### src/rtl/global_pkg.sv
// Project-wide constants shared by datapath blocks.
package global_pkg;
   localparam int   DW   = 4;
   localparam int   DW_2 = 2 * DW;
   localparam logic ONE  = 1'b1;
   localparam logic ZERO = 1'b0;
endpackage

### src/rtl/mult_arbiter_pkg.sv
// State encoding, default timeout and timer sizing for the multiplier arbiter.
package mult_arbiter_pkg;
   localparam int TIMEOUT_DEF = 16;

   typedef logic [1:0] state_t;

   localparam state_t ST_IDLE  = 2'd0;
   localparam state_t ST_ISSUE = 2'd1;
   localparam state_t ST_WAIT  = 2'd2;
   localparam state_t ST_RESP  = 2'd3;

   // Timer only needs to hold TIMEOUT-1.
   function automatic int tmr_width(input int cycles);
      return (cycles > 1) ? $clog2(cycles) : 1;
   endfunction
endpackage

### src/rtl/mult_arbiter_if.sv
// Requester, result and shared-multiplier signals of the multiplier arbiter.
interface mult_arbiter_if #(
   parameter int DW = global_pkg::DW
);
   localparam int DW_2 = 2 * DW;

   logic            req_0;
   logic            req_1;
   logic [DW-1:0]   a_0;
   logic [DW-1:0]   b_0;
   logic [DW-1:0]   a_1;
   logic [DW-1:0]   b_1;
   logic            gnt_0;
   logic            gnt_1;

   logic            mul_start;
   logic [DW-1:0]   mul_multiplier;
   logic [DW-1:0]   mul_multiplicand;
   logic            mul_done;
   logic            mul_sign;
   logic [DW_2-1:0] mul_product;

   logic            res_valid;
   logic            res_id;
   logic            res_sign;
   logic [DW_2-1:0] res_product;
   logic            res_err;

   // slave: the arbiter; master: requesters plus the multiplier
   modport slave (
      input  req_0, req_1, a_0, b_0, a_1, b_1,
      input  mul_done, mul_sign, mul_product,
      output gnt_0, gnt_1,
      output mul_start, mul_multiplier, mul_multiplicand,
      output res_valid, res_id, res_sign, res_product, res_err
   );

   modport master (
      output req_0, req_1, a_0, b_0, a_1, b_1,
      output mul_done, mul_sign, mul_product,
      input  gnt_0, gnt_1,
      input  mul_start, mul_multiplier, mul_multiplicand,
      input  res_valid, res_id, res_sign, res_product, res_err
   );
endinterface

### src/rtl/mult_arbiter_rr_select_2.sv
// Two-way round-robin pick: a lone request wins, a tie goes to the one not served last.
module rr_select_2
   import global_pkg::*;
(
   input  logic req_0,
   input  logic req_1,
   input  logic last,
   output logic winner
);

   always_comb begin
      winner = ZERO;
      if (req_0 && req_1) begin
         winner = ~last;
      end else if (req_1) begin
         winner = ONE;
      end
   end

endmodule

### src/rtl/mult_arbiter.sv
// Arbitrates two requesters onto one shared signed multiplier, with a timeout abort.
//
// state | meaning
// IDLE  | no operation; a request seen on an edge is granted next cycle
// ISSUE | gnt_k and mul_start pulse together; operands now held
// WAIT  | timer runs until mul_done or terminal count
// RESP  | res_valid pulse; last-served takes res_id
module mult_arbiter
   import mult_arbiter_pkg::*;
#(
   parameter int DW      = global_pkg::DW,
   parameter int TIMEOUT = TIMEOUT_DEF
) (
   input  logic          clk,
   input  logic          rst,
   mult_arbiter_if.slave bus
);

   localparam int             PW       = 2 * DW;
   localparam int             TW       = tmr_width(TIMEOUT);
   localparam logic [TW-1:0]  TMR_LOAD = TW'(TIMEOUT - 1);

   state_t          state_q, state_d;
   logic            gnt_0_q, gnt_0_d;
   logic            gnt_1_q, gnt_1_d;
   logic            mul_start_q, mul_start_d;
   logic [DW-1:0]   mul_a_q, mul_a_d;
   logic [DW-1:0]   mul_b_q, mul_b_d;
   logic            res_valid_q, res_valid_d;
   logic            res_id_q, res_id_d;
   logic            res_sign_q, res_sign_d;
   logic [PW-1:0]   res_product_q, res_product_d;
   logic            res_err_q, res_err_d;
   logic [TW-1:0]   tmr_q, tmr_d;
   logic            last_q, last_d;
   logic            winner;

   rr_select_2 u_rr_select_2 (
      .req_0  (bus.req_0),
      .req_1  (bus.req_1),
      .last   (last_q),
      .winner (winner)
   );

   always_comb begin
      state_d       = state_q;
      gnt_0_d       = 1'b0;
      gnt_1_d       = 1'b0;
      mul_start_d   = 1'b0;
      res_valid_d   = 1'b0;
      mul_a_d       = mul_a_q;
      mul_b_d       = mul_b_q;
      res_id_d      = res_id_q;
      res_sign_d    = res_sign_q;
      res_product_d = res_product_q;
      res_err_d     = res_err_q;
      tmr_d         = tmr_q;
      last_d        = last_q;

      case (state_q)
         ST_IDLE: begin
            if (bus.req_0 || bus.req_1) begin
               state_d     = ST_ISSUE;
               gnt_0_d     = ~winner;
               gnt_1_d     = winner;
               mul_start_d = 1'b1;
               mul_a_d     = winner ? bus.a_1 : bus.a_0;
               mul_b_d     = winner ? bus.b_1 : bus.b_0;
               res_id_d    = winner;
            end
         end
         ST_ISSUE: begin
            state_d = ST_WAIT;
            tmr_d   = TMR_LOAD;
         end
         ST_WAIT: begin
            // A done arriving on the terminal-count cycle still wins.
            if (bus.mul_done) begin
               state_d       = ST_RESP;
               res_valid_d   = 1'b1;
               res_sign_d    = bus.mul_sign;
               res_product_d = bus.mul_product;
               res_err_d     = 1'b0;
            end else if (tmr_q == '0) begin
               state_d       = ST_RESP;
               res_valid_d   = 1'b1;
               res_sign_d    = 1'b0;
               res_product_d = '0;
               res_err_d     = 1'b1;
            end else begin
               tmr_d = tmr_q - TW'(1);
            end
         end
         ST_RESP: begin
            state_d = ST_IDLE;
            last_d  = res_id_q;
            tmr_d   = '0;
         end
         default: begin
            state_d = ST_IDLE;
         end
      endcase
   end

   always_ff @(posedge clk or negedge rst) begin
      if (!rst) begin
         state_q       <= ST_IDLE;
         gnt_0_q       <= 1'b0;
         gnt_1_q       <= 1'b0;
         mul_start_q   <= 1'b0;
         mul_a_q       <= '0;
         mul_b_q       <= '0;
         res_valid_q   <= 1'b0;
         res_id_q      <= 1'b0;
         res_sign_q    <= 1'b0;
         res_product_q <= '0;
         res_err_q     <= 1'b0;
         tmr_q         <= '0;
         last_q        <= 1'b1;
      end else begin
         state_q       <= state_d;
         gnt_0_q       <= gnt_0_d;
         gnt_1_q       <= gnt_1_d;
         mul_start_q   <= mul_start_d;
         mul_a_q       <= mul_a_d;
         mul_b_q       <= mul_b_d;
         res_valid_q   <= res_valid_d;
         res_id_q      <= res_id_d;
         res_sign_q    <= res_sign_d;
         res_product_q <= res_product_d;
         res_err_q     <= res_err_d;
         tmr_q         <= tmr_d;
         last_q        <= last_d;
      end
   end

   assign bus.gnt_0            = gnt_0_q;
   assign bus.gnt_1            = gnt_1_q;
   assign bus.mul_start        = mul_start_q;
   assign bus.mul_multiplier   = mul_a_q;
   assign bus.mul_multiplicand = mul_b_q;
   assign bus.res_valid        = res_valid_q;
   assign bus.res_id           = res_id_q;
   assign bus.res_sign         = res_sign_q;
   assign bus.res_product      = res_product_q;
   assign bus.res_err          = res_err_q;

endmodule

### src/flat_wrapper.sv
// flat-port wrapper written by rule: the top's interface ports become plain ports
module mult_arbiter_flat import mult_arbiter_pkg::*;
#(
   parameter int DW      = global_pkg::DW,
   parameter int TIMEOUT = TIMEOUT_DEF
)
  (clk, rst, bus_req_0, bus_req_1, bus_a_0, bus_b_0, bus_a_1, bus_b_1, bus_mul_done, bus_mul_sign, bus_mul_product, bus_gnt_0, bus_gnt_1, bus_mul_start, bus_mul_multiplier, bus_mul_multiplicand, bus_res_valid, bus_res_id, bus_res_sign, bus_res_product, bus_res_err);
  mult_arbiter_if #(.DW(DW)) bus_i ();
  input  logic clk;
  input  logic rst;
  input wire logic [$bits(bus_i.req_0)-1:0] bus_req_0;
  input wire logic [$bits(bus_i.req_1)-1:0] bus_req_1;
  input wire logic [$bits(bus_i.a_0)-1:0] bus_a_0;
  input wire logic [$bits(bus_i.b_0)-1:0] bus_b_0;
  input wire logic [$bits(bus_i.a_1)-1:0] bus_a_1;
  input wire logic [$bits(bus_i.b_1)-1:0] bus_b_1;
  input wire logic [$bits(bus_i.mul_done)-1:0] bus_mul_done;
  input wire logic [$bits(bus_i.mul_sign)-1:0] bus_mul_sign;
  input wire logic [$bits(bus_i.mul_product)-1:0] bus_mul_product;
  output wire logic [$bits(bus_i.gnt_0)-1:0] bus_gnt_0;
  output wire logic [$bits(bus_i.gnt_1)-1:0] bus_gnt_1;
  output wire logic [$bits(bus_i.mul_start)-1:0] bus_mul_start;
  output wire logic [$bits(bus_i.mul_multiplier)-1:0] bus_mul_multiplier;
  output wire logic [$bits(bus_i.mul_multiplicand)-1:0] bus_mul_multiplicand;
  output wire logic [$bits(bus_i.res_valid)-1:0] bus_res_valid;
  output wire logic [$bits(bus_i.res_id)-1:0] bus_res_id;
  output wire logic [$bits(bus_i.res_sign)-1:0] bus_res_sign;
  output wire logic [$bits(bus_i.res_product)-1:0] bus_res_product;
  output wire logic [$bits(bus_i.res_err)-1:0] bus_res_err;
  assign bus_i.req_0 = bus_req_0;
  assign bus_i.req_1 = bus_req_1;
  assign bus_i.a_0 = bus_a_0;
  assign bus_i.b_0 = bus_b_0;
  assign bus_i.a_1 = bus_a_1;
  assign bus_i.b_1 = bus_b_1;
  assign bus_i.mul_done = bus_mul_done;
  assign bus_i.mul_sign = bus_mul_sign;
  assign bus_i.mul_product = bus_mul_product;
  assign bus_gnt_0 = bus_i.gnt_0;
  assign bus_gnt_1 = bus_i.gnt_1;
  assign bus_mul_start = bus_i.mul_start;
  assign bus_mul_multiplier = bus_i.mul_multiplier;
  assign bus_mul_multiplicand = bus_i.mul_multiplicand;
  assign bus_res_valid = bus_i.res_valid;
  assign bus_res_id = bus_i.res_id;
  assign bus_res_sign = bus_i.res_sign;
  assign bus_res_product = bus_i.res_product;
  assign bus_res_err = bus_i.res_err;
  mult_arbiter #(.DW(DW), .TIMEOUT(TIMEOUT)) u_core (.clk(clk), .rst(rst), .bus(bus_i));
endmodule
### config.mk
export PLATFORM = sky130hd
export DESIGN_NAME = mult_arbiter_flat
export DESIGN_NICKNAME = d
export VERILOG_FILES = /design/src/rtl/global_pkg.sv /design/src/rtl/mult_arbiter_pkg.sv /design/src/rtl/mult_arbiter_if.sv /design/src/rtl/mult_arbiter_rr_select_2.sv /design/src/rtl/mult_arbiter.sv /design/src/flat_wrapper.sv
export SDC_FILE = /design/constraint.sdc
export NUM_CORES = 1
export LEC_CHECK = 0
export ABC_AREA = 0
export CAP_MARGIN = 30
export CORE_ASPECT_RATIO = 1.75
export CORE_MARGIN = 1
export CORE_UTILIZATION = 46
export CTS_BUF_LIST = sky130_fd_sc_hd__clkbuf_8 sky130_fd_sc_hd__clkbuf_16
export CTS_CLUSTER_SIZE = 14
export DETAILED_ROUTE_END_ITERATION = 10
export MAX_ROUTING_LAYER = met4
export PLACE_DENSITY_LB_ADDON = 0.1
export REMOVE_ABC_BUFFERS = 1
export SETUP_SLACK_MARGIN = 0.4
export SLEW_MARGIN = 5
export SYNTH_ARGS = -nofsm -noshare
export SYNTH_HDL_FRONTEND = slang
export SYNTH_SLANG_ARGS = --single-unit
### constraint.sdc
create_clock -name clk -period 2.4 [get_ports clk]
set_input_delay 0.36 -clock clk [delete_from_list [all_inputs] [get_ports clk]]
set_output_delay 0.36 -clock clk [all_outputs]
set_load 0.02 [all_outputs]
---- After elaboration in Yosys (flattened, before gate mapping) ----
Cells that the tools add are included.
W data, S select, Z words.
word-level totals
  input port bits ......................... 30
  word-level logic and storage cells ...... 59
  register bits ........................... 30
  output and inout port bits .............. 23
operators by class
  equality and inequality tests ........... 7
  add/subtract/negate cells ............... 1
  reductions and logical operators ........ 10
  muxes and demuxes ....................... 26
  bitwise logic cells ..................... 2
operators by type and width
  cell                   number
  $mux W4                4
  $mux W8                2
  $mux W1                15
  $pmux W4 S3            1
  $pmux W2 S4            1
  $mux W2                3
  $reduce_and A2 Y1      3
  $eq A2 B2 Y1 const B   2
  $logic_not A4 Y1       1
  $ne A2 B2 Y1 const B   2
  $sub A4 B1 Y4 const B  1
  $ne A3 B2 Y1 const B   1
  $reduce_and A3 Y1      1
  $reduce_bool A3 Y1     1
  $eq A2 B1 Y1 const B   1
  $logic_not A2 Y1       1
  $ne A2 B1 Y1 const B   1
  $not A1 Y1             2
  $reduce_bool A2 Y1     1
  $logic_and A1 B1 Y1    1
  $logic_or A1 B1 Y1     1

---- Depth between registers and ports, before layout ----
Gate-level depths: netlist of run 1.
  depth in word-level cells ............... 5
  gate-level depth with buffers ........... 6
  depth with buffers taken out ............ 5

---- Cells and area by module ----
From an unflattened synthesis of run 1, not the netlist that was laid out.
unflattened totals
  cell total of the unflattened synthesis .. 117
  area total of the unflattened synthesis .. 1335.0 um^2
by module, submodules not included
  module        seq. area each (um^2)  instances  cells each  area an instance (um^2)
  mult_arbiter  752.0                  1          116         1323.8
  rr_select_2   0.0                    1          1           11.3

---- Least setup slack after synthesis of run 1 ----
Ideal clock, no wire load.
  path type ............................... register to register
  start point ............................. reg u_core.state_q[0]
  end point ............................... reg u_core.tmr_q[0]
  path slack .............................. 0.903 ns
  cell stages (with the launch flop) ...... 7
  period minus slack after synthesis ...... 1.497 ns
  setup time .............................. 0.137 ns
  buffers on the path ..................... 1
  required time ........................... 2.263 ns
  arrival ................................. 1.360 ns
  path through ............................ dfrtp_1 -> inv_1 -> ha_1 -> buf_6 -> and4bb_1 -> o41ai_1 -> o31ai_1
on the way
  word-level cells in the longest chain between the ends .. 3
ends and longest elaborated chain
  element                                                              RTL line             RTL
  start, declared                                                      mult_arbiter.sv:23   state_t state_q, state_d;
  start signal, assigned                                               mult_arbiter.sv:121  state_q <= state_d;
  $eq A2 B2 Y1 / $eq A2 B1 Y1 (equally long branches)                  mult_arbiter.sv:60   case (state_q)
  $ne A2 B2 Y1 (no line) / $reduce_bool A3 Y1 (equally long branches)  --
  $reduce_and A3 Y1 (no line)                                          --
  end signal, assigned                                                 mult_arbiter.sv:132  tmr_q <= tmr_d;
  end, declared                                                        mult_arbiter.sv:34   logic [TW-1:0] tmr_q, tmr_d;
Parallel ways exist; a longest one is shown, timed or not.
A chain may end at the register's enable or synchronous reset.

---- Final worst setup path of run 1 ----
  start point ............................. reg u_core.state_q[0]
  end point ............................... reg u_core.tmr_q[3]
Same word-level chain as after synthesis.

==> results of run 1 <==
-- metrics by stage --
stage | worst slack (ns) | hold slack [ns]
finish | 0.597 | 0.462
global route | 0.493 | 0.493
CTS | 0.633 | 0.475
detailed placement | 0.619 | 0.480
global placement | 0.620 | 0.474
floorplan | 0.820 | 0.0644
-- worst max-delay path: cells and delay by family, from the launching register on --
family | cells | cell delay [ns]
flops | 1 | 0.40
compound gates | 1 | 0.20
simple gates | 2 | 0.55
fa+ha+maj | 1 | 0.43
buf+inv | 1 | 0.11
-- final cells by class --
class	count	area share, %
clock buffer	5	3.45
clock inverter	3	0.690
inverter	6	1.13
multi-input combinational	74	28.5
sequential	30	37.7
tap	27	1.69
timing repair buffer	54	26.8
-- per-layer routing --
layer / share of wire [%] / wire [um] / global-route usage, % / vias up
met5: 0 / 0 / - / -
met4: 2.3 / 70 / 10.4 / 0
met3: 6.8 / 207 / 6.80 / 8
met2: 54 / 1650 / 36.8 / 55
met1: 37 / 1140 / 23.1 / 518
li1: - / - / - / 524
-- synthesized netlist by cell type, types with 2 or more instances --
cell type	number	area, um2
nor3b_2	2	25.0
and2_1	2	12.5
buf_2	2	10.0
mux2i_1	8	80.1
o21ai_1	8	40.0
dfrtp_1	29	726
inv_1	6	22.5
a22o_1	9	78.8
o21ai_2	2	17.5
ha_1	5	62.6
nand2_1	9	33.8
nand4bb_1	2	22.5
a21oi_1	4	20.0
nor2_1	4	15.0
-- registers in the layout, summed over array words and instances, names as in the netlist, 2 cells and up --
| name | count |
|---|---|
| u_core.bus.res_product | 8 |
| u_core.bus.mul_multiplicand | 4 |
| u_core.bus.mul_multiplier | 4 |
| u_core.tmr_q | 4 |
| u_core.state_q | 2 |
-- final timing paths --
check	depth (start not counted)	from	to
worst max-delay path	5	u_core.state_q[0]$_DFFE_PN0P_	u_core.tmr_q[3]$_DFFE_PN0P_
worst min-delay path	2	rst	u_core.bus.mul_multiplier[3]$_DFFE_PN0P_
worst max register to register	5	u_core.state_q[0]$_DFFE_PN0P_	u_core.tmr_q[3]$_DFFE_PN0P_
worst min register to register	2	u_core.bus.mul_multiplicand[2]$_DFFE_PN0P_	u_core.bus.mul_multiplicand[2]$_DFFE_PN0P_
max in group asynchronous	2	rst	u_core.last_q$_DFFE_PN1N_
min in group clk	2	u_core.bus.mul_multiplicand[2]$_DFFE_PN0P_	u_core.bus.mul_multiplicand[2]$_DFFE_PN0P_
-- power groups by stage --
| stage | Sequential, mW | Clock (mW) | Combinational [mW] |
|---|---|---|---|
| global route | 0.921 | 0.408 | 1.36 |
| detailed placement | 0.901 | 0 | 1.26 |
| finish | 0.892 | 0.384 | 1.26 |
| floorplan | 1.08 | 0 | 0.531 |
| CTS | 0.894 | 0.393 | 1.27 |
| global placement | 0.882 | 0 | 1.22 |
-- logic make-up after synthesis --
family          count (synthesis)
simple gates                   27
buf+inv                        10
fa+ha+maj                       5
flops                          30
compound gates                 31
mux                            11
==> flow_summary.json, run 1 <==
{
  "crit_required_ns": 2.57,
  "switching_power_uw": 964,
  "grt_pass1_wl_um": 4990,
  "rsz0062_at_grt": "no",
  "gr-total-overflow": 0,
  "synth_xor_area_share_pct": 0,
  "place.gp.congestion": 0.725,
  "leakage_nw": 0.905,
  "seqCellArea_um2": 752,
  "post-route-min-period_ns": 1.80,
  "finalInstanceArea_um2": 2000,
  "rrSetupSlack_ns": 0.60,
  "vdd_ir_drop_max_mv": 0.735,
  "final_common_cell": "clkdlybuf4s50_1",
  "synthAdderAreaFrac_pct": 4.56,
  "post_cts_buffers": 0,
  "report.final.slew_viol_count": 0,
  "final_cell_mix": "52 x clkdlybuf4s50_1, 29 x dfrtp_1, 9 x a22o_1, 9 x nand2_1",
  "synth_edf_count": 0,
  "seqPwrFrac_pct": 35.2,
  "ys_types": 36,
  "cts_resized": 0,
  "end_kind": "register",
  "area_delta_synth_final_pct": 45.4,
  "critPathLaunchType": "register",
  "syn_avg_cell_area_um2": 12.0,
  "switching_share_pct": 38.0,
  "drive_above_1_share_pct": 9.88,
  "arrival_ns": 1.97,
  "synth-simple-area-share_pct": 12.3,
  "io_buffers": 52,
  "clock-sinks": 30,
  "dpl.cell_count": 191,
  "die_w_um": 43.3,
  "cts_buffers": 5,
  "final_util_pct": 72.5,
  "setup.worst_path.class": "reg -> reg",
  "drtIter0Drc": 37,
  "cts_tree": "yes",
  "finalPower_mw": 2.54,
  "diodes": 0,
  "grt_pass1_vias": 1127,
  "synth_area_um2": 1370,
  "synthCells": 114,
  "hold_viol_final": 0,
  "combPwrFrac_pct": 49.7,
  "async_flop_share_pct": 100,
  "clock_power_share_pct": 15.1,
  "hold_class": "in -> async",
  "ys_ff_latch": 30,
  "setup_viol": 0,
  "remaining_drc_errors": 0,
  "skew_ns": 0.00553,
  "yosys_warnings": 0,
  "p_int_mw": 1.57,
  "coreArea_um2": 2750,
  "crit_slowest_cell": "ha_1",
  "via_per_inst": 5.55,
  "status": "finished, final reports clean",
  "setup_tns_ns": 0,
  "muxShareOfSynthArea_pct": 8.57,
  "fmax_ghz": 0.555,
  "start_util_pct": 49.9,
  "nets": 206,
  "multi_input_area_um2": 569,
  "cts_root_buffer": "clkbuf_8",
  "ios": 53,
  "cap_violations": 0,
  "wl_per_cell_um": 15.4,
  "final_cells": 199,
  "die_area_um2": 3210,
  "synthFlopType": "dfrtp_1",
  "routed_wl_um": 3070,
  "cts_hold_buf": 0,
  "worstPathMaxFanout": 13,
  "cp_slowest_stage_delay_ns": 0.43,
  "fin_crit_sh_pct": 75.1,
  "die_y_um": 74.3,
  "antenna_found_initial": 0,
  "fillers": 215,
  "power_density_nw_per_um2": 1270,
  "cts_htree_levels": 2,
  "worst_slew_pin_slew_ns": 0.647,
  "placementRows": 25,
  "ys_seq_area_share_pct": 54.8,
  "ant_nets": 0,
  "synth-compound-area-share_pct": 16.0,
  "path_cells": "inv_1 -> ha_1 -> a21oi_1 -> and4_1 -> nor4_1",
  "synth_top_family_by_area": "compound AO/OA/AOI/OAI gates",
  "grt_usage_pct": 22.0,
  "vias": 1105,
  "maxSlewHeadroom_pct": 56.9,
  "dp_hpwl_um": 2280,
  "clk_pin_slew_ns": 0.06,
  "first_pass_iters": 4,
  "clock_path_buffers": 2,
  "insertion_delay_ns": 0.28,
  "dpl_cell_area_um2": 1910,
  "grt_max_degree": 31
}
No activity file was read; power rests on OpenSTA's default activity.
==> inputs of run 2 (changes only) <==
CORE_UTILIZATION = 43   (was 46)
clock period = 1.9 ns   (was 2.4 ns; I/O delays follow)
==> run 2 against run 1 <==
Against the previous run:
- worst setup slack worse by 0.23 ns
- largest power group unchanged
- utilization up 2.8 points
- worst hold slack worse by 0.078 ns
- largest cell class unchanged
- critical path depth unchanged
- critical endpoint is now u_core.state_q[1]$_DFFE_PN0P_
- combinational power up 51%
- critical path type unchanged
==> flow_summary.json, run 2 (synthesis gave the netlist of run 1 again) <==
{
  "clock_path_buffers": 2,
  "report.final.slew_viol_count": 0,
  "maxSlewHeadroom_pct": 75.6,
  "area_delta_synth_final_pct": 64.2,
  "fmax_ghz": 0.653,
  "die_y_um": 76.7,
  "clk_pin_slew_ns": 0.06,
  "grt_use_met1_pct": 22.8,
  "cts_tree": "yes",
  "setup.worst_path.class": "reg -> reg",
  "grt_busiest_layer": "met2",
  "io_buffers": 52,
  "cts_buffers": 5,
  "p_int_mw": 2.31,
  "fillers": 216,
  "die_area_um2": 3430,
  "gr-total-overflow": 0,
  "post-route-min-period_ns": 1.53,
  "cts_hold_buf": 0,
  "fin_crit_sh_pct": 80.6,
  "setup_viol": 0,
  "remaining_drc_errors": 0,
  "ios": 53,
  "coreArea_um2": 2990,
  "switching_share_pct": 37.2,
  "ant_nets": 0,
  "wl_per_cell_um": 15.4,
  "routed_wl_um": 3490,
  "switching_power_mw": 1.37,
  "place.gp.congestion": 0.757,
  "first_pass_iters": 4,
  "grt_pass1_wl_um": 5500,
  "status": "finished, final reports clean",
  "rsz0062_at_grt": "yes",
  "via_per_inst": 5.22,
  "grt_usage_pct": 22.8,
  "grt_pass1_vias": 1185,
  "hold_class": "in -> async",
  "arrival_ns": 1.70,
  "seqPwrFrac_pct": 30.6,
  "start_util_pct": 45.9,
  "vdd_ir_drop_max_mv": 1.03,
  "placementRows": 26,
  "met3_usage_pct": 6.59,
  "power_density_nw_per_um2": 1640,
  "use_met2_pct": 38.5,
  "drive_above_1_share_pct": 22.2,
  "skew_ns": 0.00707,
  "finalInstanceArea_um2": 2250,
  "dpl.cell_count": 209,
  "cts_root_buffer": "clkbuf_8",
  "leakage_nw": 1.11,
  "hold_viol_final": 0,
  "setup_tns_ns": 0,
  "grt_max_degree": 31,
  "nets": 220,
  "final_cells": 227,
  "cts_htree_levels": 2,
  "antenna_found_initial": 0,
  "worst_slew_pin_slew_ns": 0.364,
  "final_cell_mix": "29 x clkdlybuf4s50_1, 29 x dfrtp_1, 21 x dlygate4sd2_1",
  "worstPathMaxFanout": 5,
  "drtIter0Drc": 26,
  "end_kind": "register",
  "finalPower_mw": 3.69,
  "dpl_cell_area_um2": 1950,
  "clock_power_share_pct": 17.7,
  "largest_reg_flops": 8,
  "clock-sinks": 30,
  "cap_violations": 0,
  "critPathLaunchType": "register",
  "die_w_um": 44.7,
  "combPwrFrac_pct": 51.6,
  "vias": 1185,
  "crit_required_ns": 2.07,
  "insertion_delay_ns": 0.29,
  "dp_hpwl_um": 2330,
  "diodes": 0
}
==> run 2: power groups by stage <==
stage	Sequential, mW	Combinational [mW]	Clock [mW]
after CTS	1.11	1.67	0.668
after floorplan	1.37	0.671	0
after detailed placement	1.14	1.63	0
after global placement	1.12	1.58	0
after global routing	1.16	2.06	0.697
final	1.13	1.90	0.653
==> run 2: final timing paths <==
check | cells past startpoint | slack (ns) | to | from
setup / recovery | 5 | 0.37 | u_core.state_q[1]$_DFFE_PN0P_ | u_core.tmr_q[1]$_DFFE_PN0P_
hold / removal | 2 | 0.38 | u_core.bus.mul_multiplier[0]$_DFFE_PN0P_ | rst
setup reg to reg | 5 | 0.37 | u_core.state_q[1]$_DFFE_PN0P_ | u_core.tmr_q[1]$_DFFE_PN0P_
hold reg to reg | 2 | 0.50 | u_core.bus.mul_multiplicand[1]$_DFFE_PN0P_ | u_core.bus.mul_multiplicand[1]$_DFFE_PN0P_
max in group asynchronous | 2 | 1.20 | u_core.last_q$_DFFE_PN1N_ | rst
min in group clk | 2 | 0.50 | u_core.bus.mul_multiplicand[1]$_DFFE_PN0P_ | u_core.bus.mul_multiplicand[1]$_DFFE_PN0P_
==> run 2: final cells by class <==
| type | instances | area (um2) | share of cell area [%] |
|---|---|---|---|
| clock buffer | 6 | 82.6 | 3.66 |
| sequential | 30 | 752 | 33.4 |
| clock inverter | 1 | 30.0 | 1.33 |
| tap | 42 | 52.6 | 2.33 |
| timing repair buffer | 68 | 643 | 28.5 |
| inverter | 6 | 22.5 | 0.999 |
| multi-input combinational | 74 | 671 | 29.8 |
==> run 2: layer usage <==
layer | wire, um | vias up
met5 | 0 | -
met2 | 1990 | 42
li1 | - | 549
met4 | 72 | 0
met1 | 1250 | 587
met3 | 184 | 7
==> run 2: timing repair <==
action,in CTS,in global routing
endpoints found under the hold margin,0,0
setup buffers,4,7
pin swaps,1,8
gates resized for setup,32,14
setup endpoints to repair,36,17
==> run 2: through the flow <==
| step | hold slack [ns] | setup WS, ns | utilization (%) |
|---|---|---|---|
| final | 0.384 | 0.368 | 75.3 |
| after global routing | 0.420 | 0.325 | 75.3 |
| after detailed placement | 0.487 | 0.182 | 65.3 |
| after floorplan | -0.0106 | 0.320 | - |
| after CTS | 0.397 | 0.392 | 71.1 |
| after global placement | 0.470 | 0.249 | 65.3 |
==> run 2: worst max-delay path: stages, from the launching register on <==
cell and delay, ns:
dfrtp_1 0.40, inv_2 0.08, ha_4 0.16, nor3b_4 0.29, o21ba_4 0.19, mux2_4 0.30
==> inputs of run 3 (changes only) <==
CORE_UTILIZATION = 39   (was 43)
clock period = 1.2 ns   (was 1.9 ns; I/O delays follow)
==> run 3 against run 2 <==
Against the previous run:
- the run now ends with setup timing left
- global-route usage shrank 0.15 points
- clock skew up 0.0017 ns
- first-iteration DRC count shrank 3.8%
- via count is 15% higher
- cell area up 17%
- die area up 9.9%
- final cell count is 17% higher
- non-clock buffer count rose by 34
- clock-buffer cell count stayed put
- critical path depth increased by 1
- worst setup slack got worse by 0.70 ns
- critical endpoint is now u_core.tmr_q[0]$_DFFE_PN0P_
==> flow_summary.json, run 3 (synthesis gave the netlist of run 1 again) <==
{
  "area_delta_synth_final_pct": 91.4,
  "ant_nets": 0,
  "rrSetupSlack_ns": -0.34,
  "finalPower_mw": 7.04,
  "grt_use_met1_pct": 20.1,
  "ios": 53,
  "status": "complete, but fails checks",
  "fillers": 234,
  "crit_family": "compound AO/OA/AOI/OAI gates",
  "rsz0062_at_grt": "yes",
  "final_cell_mix": "39 x buf_4, 31 x buf_6, 29 x clkdlybuf4s50_1",
  "fin_crit_sh_pct": 128,
  "setup_slack_ns": -0.335,
  "seqCellArea_um2": 753,
  "hold_class": "in -> async",
  "setup_viol": 30,
  "dpl.cell_count": 230,
  "fmax_ghz": 0.651,
  "met3_usage_pct": 6.52,
  "grt_pass1_vias": 1364,
  "path_cells": "inv_2 -> ha_4 -> buf_6 -> and2_1 -> o41ai_2 -> o31ai_1",
  "drtIter0Drc": 25,
  "clock_path_buffers": 2,
  "critPathLaunchType": "register",
  "grt_max_degree": 31,
  "report.final.slew_viol_count": 0,
  "nets": 254,
  "setup_tns_ns": -7.03,
  "cts_htree_levels": 2,
  "worst-path-buf-inv": 2,
  "first_pass_iters": 4,
  "maxSlewHeadroom_pct": 81.3,
  "antenna_found_initial": 0,
  "remaining_drc_errors": 0,
  "power_density_nw_per_um2": 2680,
  "use_met2_pct": 39.3,
  "worstPathMaxFanout": 6,
  "vias": 1362,
  "skew_ns": 0.00878,
  "drive_above_1_share_pct": 54.1,
  "grt_pass1_wl_um": 5770,
  "io_buffers": 52,
  "largest_reg_flops": 8,
  "multi_input_area_um2": 703,
  "crit_slowest_cell": "dfrtp_1",
  "dp_hpwl_um": 2400,
  "final_util_pct": 78.1,
  "gr-total-overflow": 0,
  "grt_busiest_layer": "met2",
  "cts_tree": "yes",
  "end_kind": "register",
  "wl_per_cell_um": 15.3,
  "cts_root_buffer": "clkbuf_8",
  "grt_usage_pct": 22.6,
  "hold_viol_final": 0,
  "diodes": 0,
  "setup.worst_path.class": "reg -> reg",
  "final_common_cell": "buf_4",
  "arrival_ns": 1.70,
  "clk_pin_slew_ns": 0.07,
  "routed_wl_um": 4060,
  "vdd_ir_drop_max_mv": 1.85,
  "start_util_pct": 40.8,
  "place.gp.congestion": 0.748,
  "post-route-min-period_ns": 1.54,
  "cts_hold_buf": 0,
  "crit_required_ns": 1.36,
  "clock-sinks": 30,
  "die_w_um": 46.8,
  "post-place-ws_ns": -0.422,
  "placementRows": 28,
  "leakage_nw": 1.25,
  "coreArea_um2": 3360,
  "die_y_um": 80.5,
  "insertion_delay_ns": 0.29,
  "cp_slowest_stage_delay_ns": 0.37,
  "violations": "setup timing",
  "final_cells": 265,
  "cts_buffers": 5,
  "via_per_inst": 5.14,
  "cap_violations": 0,
  "worst_slew_pin_slew_ns": 0.277,
  "die_area_um2": 3770
}
==> run 3: cell types whose count changed in the layout (fill, tap and decap cells not counted), moves of 6 or more <==
cell	delta
buf_6	+28
buf_4	+27
dlygate4sd2_1	-21
o21ai_1	-6
o21ai_2	+6
==> run 3: worst paths after layout <==
path	cells after the start	end	start
worst max-delay path	6	u_core.tmr_q[0]$_DFFE_PN0P_	u_core.state_q[0]$_DFFE_PN0P_
worst min-delay path	2	u_core.tmr_q[1]$_DFFE_PN0P_	rst
worst max register to register	6	u_core.tmr_q[0]$_DFFE_PN0P_	u_core.state_q[0]$_DFFE_PN0P_
worst min register to register	2	u_core.bus.mul_multiplicand[3]$_DFFE_PN0P_	u_core.bus.mul_multiplicand[3]$_DFFE_PN0P_
max in group asynchronous	2	u_core.last_q$_DFFE_PN1N_	rst
min in group clk	2	u_core.bus.res_product[4]$_DFFE_PN0P_	bus_mul_product[4]
==> run 3: stage by stage <==
step | hold WS, ns | cell area [um2]
finish | 0.249 | 2630
global route | 0.254 | 2630
global placement | 0.470 | 2120
detailed placement | 0.480 | 2120
CTS | 0.258 | 2450
floorplan | -0.116 | 1340
==> run 3: final cells by class <==
class / instances / area share [%]
multi-input cells: 74 / 26.8
clock buffers: 6 / 3.14
clock inverters: 2 / 0.476
flip-flops and latches: 30 / 28.7
well taps: 45 / 2.14
inverters: 6 / 0.857
repair buffers: 102 / 38.0
==> run 3: per-layer routing <==
layer  up-vias  routed length [um]
met5         -                   0
met4         0                 131
met3        16                 249
met2        60                2220
met1       662                1460
li1        624                   -
==> run 3: repair_timing <==
item                       in CTS  in global routing
gates cloned                    1                  1
buffers inserted               14                 11
gates resized for setup       162                 24
setup endpoints to repair      53                 53
pin swaps                      11                  7
==> run 3: worst reg2reg max path: cells and delay by family, from the launching register on <==
family / cells / cell delay, ns
adders and majority gates: 1 / 0.19
and+or+nand+nor: 1 / 0.17
DFF: 1 / 0.37
AOI/OAI and AO/OA: 2 / 0.48
buffers and inverters: 2 / 0.21
==> run 3: power breakdown <==
| group | switching (mW) | internal (mW) | total (mW) |
|---|---|---|---|
| logic | 1.79 | 2.51 | 4.30 |
| registers | 0.371 | 1.49 | 1.86 |
| clock network | 0.411 | 0.460 | 0.871 |
| total | 2.57 | 4.46 | 7.04 |
==> variant: new RTL, flow settings as in run 1 <==
`DW`: 4 -> 6.
--- a/src/rtl/global_pkg.sv
+++ b/src/rtl/global_pkg.sv
@@ -1,5 +1,5 @@
 // Project-wide constants shared by datapath blocks.
 package global_pkg;
-   localparam int   DW   = 4;
+   localparam int   DW   = 6;
    localparam int   DW_2 = 2 * DW;
    localparam logic ONE  = 1'b1;
Interface: changed (8 resized); port bits go from 53 to 73. The function was not compared with the original's and may differ.
==> variant against run 1 <==
- fmax down 1.6%
- first-iteration DRC count shrank 76%
- design area up 31%
- sequential cell count up 8
- total power grew 33%
- wire length is 23% higher
- via count increased by 22%
- synthesized area increased by 30%
- worst setup slack worse by 29 ps
==> variant: results (changes against run 1) <==
metric,value,unit,change
buffers added on ports,72,,was 52
Clock transition at path regs,70,ps,
hpwl dp,2880,microns,was 2280 microns
Leak,1.15,nW,was 0.905 nW
Num CTS Buffers,5,,unchanged
first-pass GRT wire length,6840,microns,was 4990 microns
number of diodes,0,,unchanged
initial antenna violation count,0,,unchanged
Global Route Usage Sum,22.1,%,was 22.0%
Slew headroom,46.0,%,was 56.9%
Synth async-reset ratio,100,%,unchanged
distinct cell type count after synthesis,39,,was 36
"Max FO, Critical Path",15,,was 13
register area share after synthesis,53.5,%,was 54.8%
Post-synth top cells,"dfrtp_1 (37), a22o_1 (13), mux2i_1 (12), nand2_1 (12), o21ai_1 (12)",,"was dfrtp_1 (29), a22o_1 (9), nand2_1 (9)"
share of post-route cells with drive strength above 1,11.7,%,was 9.88%
Fillers,263,,was 215
worst hold path type,in -> async,,unchanged
number of flip-flops in the largest register,12,,was 8
clock buffer depth,2,,unchanged
Cell Int Power,0.00214,W,was 0.00157 W
status,"finished, final reports clean",,unchanged
CP max stage delay,380,ps,was 430 ps
Final Wtd Congestion,0.815,,was 0.725
postcts setup bufs,0,,unchanged
final net count,260,,was 206
DRT Pass-1 Iters,4,,unchanged
Clock Skew,7.91,ps,was 5.53 ps
Max VDD drop,0.764,mV,was 0.735 mV
vias per cell,5.22,,was 5.55
average wire per standard cell,14.5,microns,was 15.4 microns
H-tree levels,2,,unchanged
vias in the first global route,1515,,was 1127
dominant cells by area after synthesis,"dfrtp_1 (52%), mux2i_1 (6.8%), a22o_1 (6.4%)",,"was dfrtp_1 (53%), mux2i_1 (5.8%), a22o_1 (5.7%)"
drt first-iter violations,9,,was 37
largest net degree at the start of global routing,39,,was 31
CP arrival,1990,ps,was 1970 ps
Worst path slowest cell,dfrtp_1,,was ha_1
[variant: power groups by stage]
stage	Clock (W)	Combinational [W]	Sequential, W
2_1_floorplan	0	0.000704	0.00140
3_3_place_gp	0	0.00166	0.00112
3_5_place_dp	0	0.00171	0.00114
4_1_cts	0.000562	0.00172	0.00113
5_1_grt	0.000581	0.00184	0.00117
6_report	0.000542	0.00170	0.00113
[variant: kinds of logic (layout without fill, tap and decap cells)]
| family | after synthesis | after routing | synth area share (%) |
|---|---|---|---|
| simple gates | 30 | 30 | 10.3 |
| mux | 15 | 15 | 8.86 |
| compound gates | 38 | 38 | 18.3 |
| flops | 38 | 38 | 53.5 |
| buf+inv | 14 | 87 | 5.56 |
| fa+ha+maj | 5 | 5 | 3.52 |
[variant: worst max-delay path: cells and delay by family, from the launching register on]
family	cells	cell delay (ps)
simple gates	1	260
flops	1	380
fa+ha+maj	1	360
buf+inv	2	290
compound gates	2	410
[variant: metal layers]
metal / global-route usage [%] / share of wire (%)
met1: 22.5 / 35
met2: 37.8 / 55
met3: 6.34 / 6.7
met4: 11.0 / 2.7
met5: - / 0
[variant: layout make-up]
cell class,instances,area (sq um),share of cell area [%]
Tap cell,46,57.6,2.21
Sequential cell,38,952,36.5
Timing Repair Buffer,74,731,28.0
Inverter,6,22.5,0.864
Clock buffer,6,82.6,3.17
Clock inverter,1,30.0,1.15
Multi-Input combinational cell,88,731,28.0
[variant: worst paths after layout]
path                                                            start                                         end  slack (ps)  depth (start not counted)
max                                     u_core.state_q[0]$_DFFE_PN0P_                 u_core.tmr_q[0]$_DFFE_PN0P_         570                          6
max reg2reg                             u_core.state_q[0]$_DFFE_PN0P_                 u_core.tmr_q[0]$_DFFE_PN0P_         570                          6
min                                                               rst       u_core.bus.res_product[5]$_DFFE_PN0P_         170                          1
min reg2reg                u_core.bus.mul_multiplicand[3]$_DFFE_PN0P_  u_core.bus.mul_multiplicand[3]$_DFFE_PN0P_         500                          2
min in group clk           u_core.bus.mul_multiplicand[3]$_DFFE_PN0P_  u_core.bus.mul_multiplicand[3]$_DFFE_PN0P_         500                          2
max in group asynchronous                                         rst               u_core.state_q[0]$_DFFE_PN0P_        1720                          1
[variant: what timing repair did]
action,4_1_cts,5_1_grt
gates resized for setup,0,1
endpoints found under the setup margin,0,1
hold buffers,0,0
[variant: stage by stage]
step | cell area [sq um] | cells | setup WS, ps | hold slack (ps)
after floorplan | 1700 | 132 | 579 | 64.4
after global placement | 2490 | 252 | 542 | 469
after detailed placement | 2490 | 252 | 471 | 484
after CTS | 2600 | 259 | 471 | 198
after global routing | 2610 | 259 | 434 | 251
final | 2610 | 259 | 568 | 166
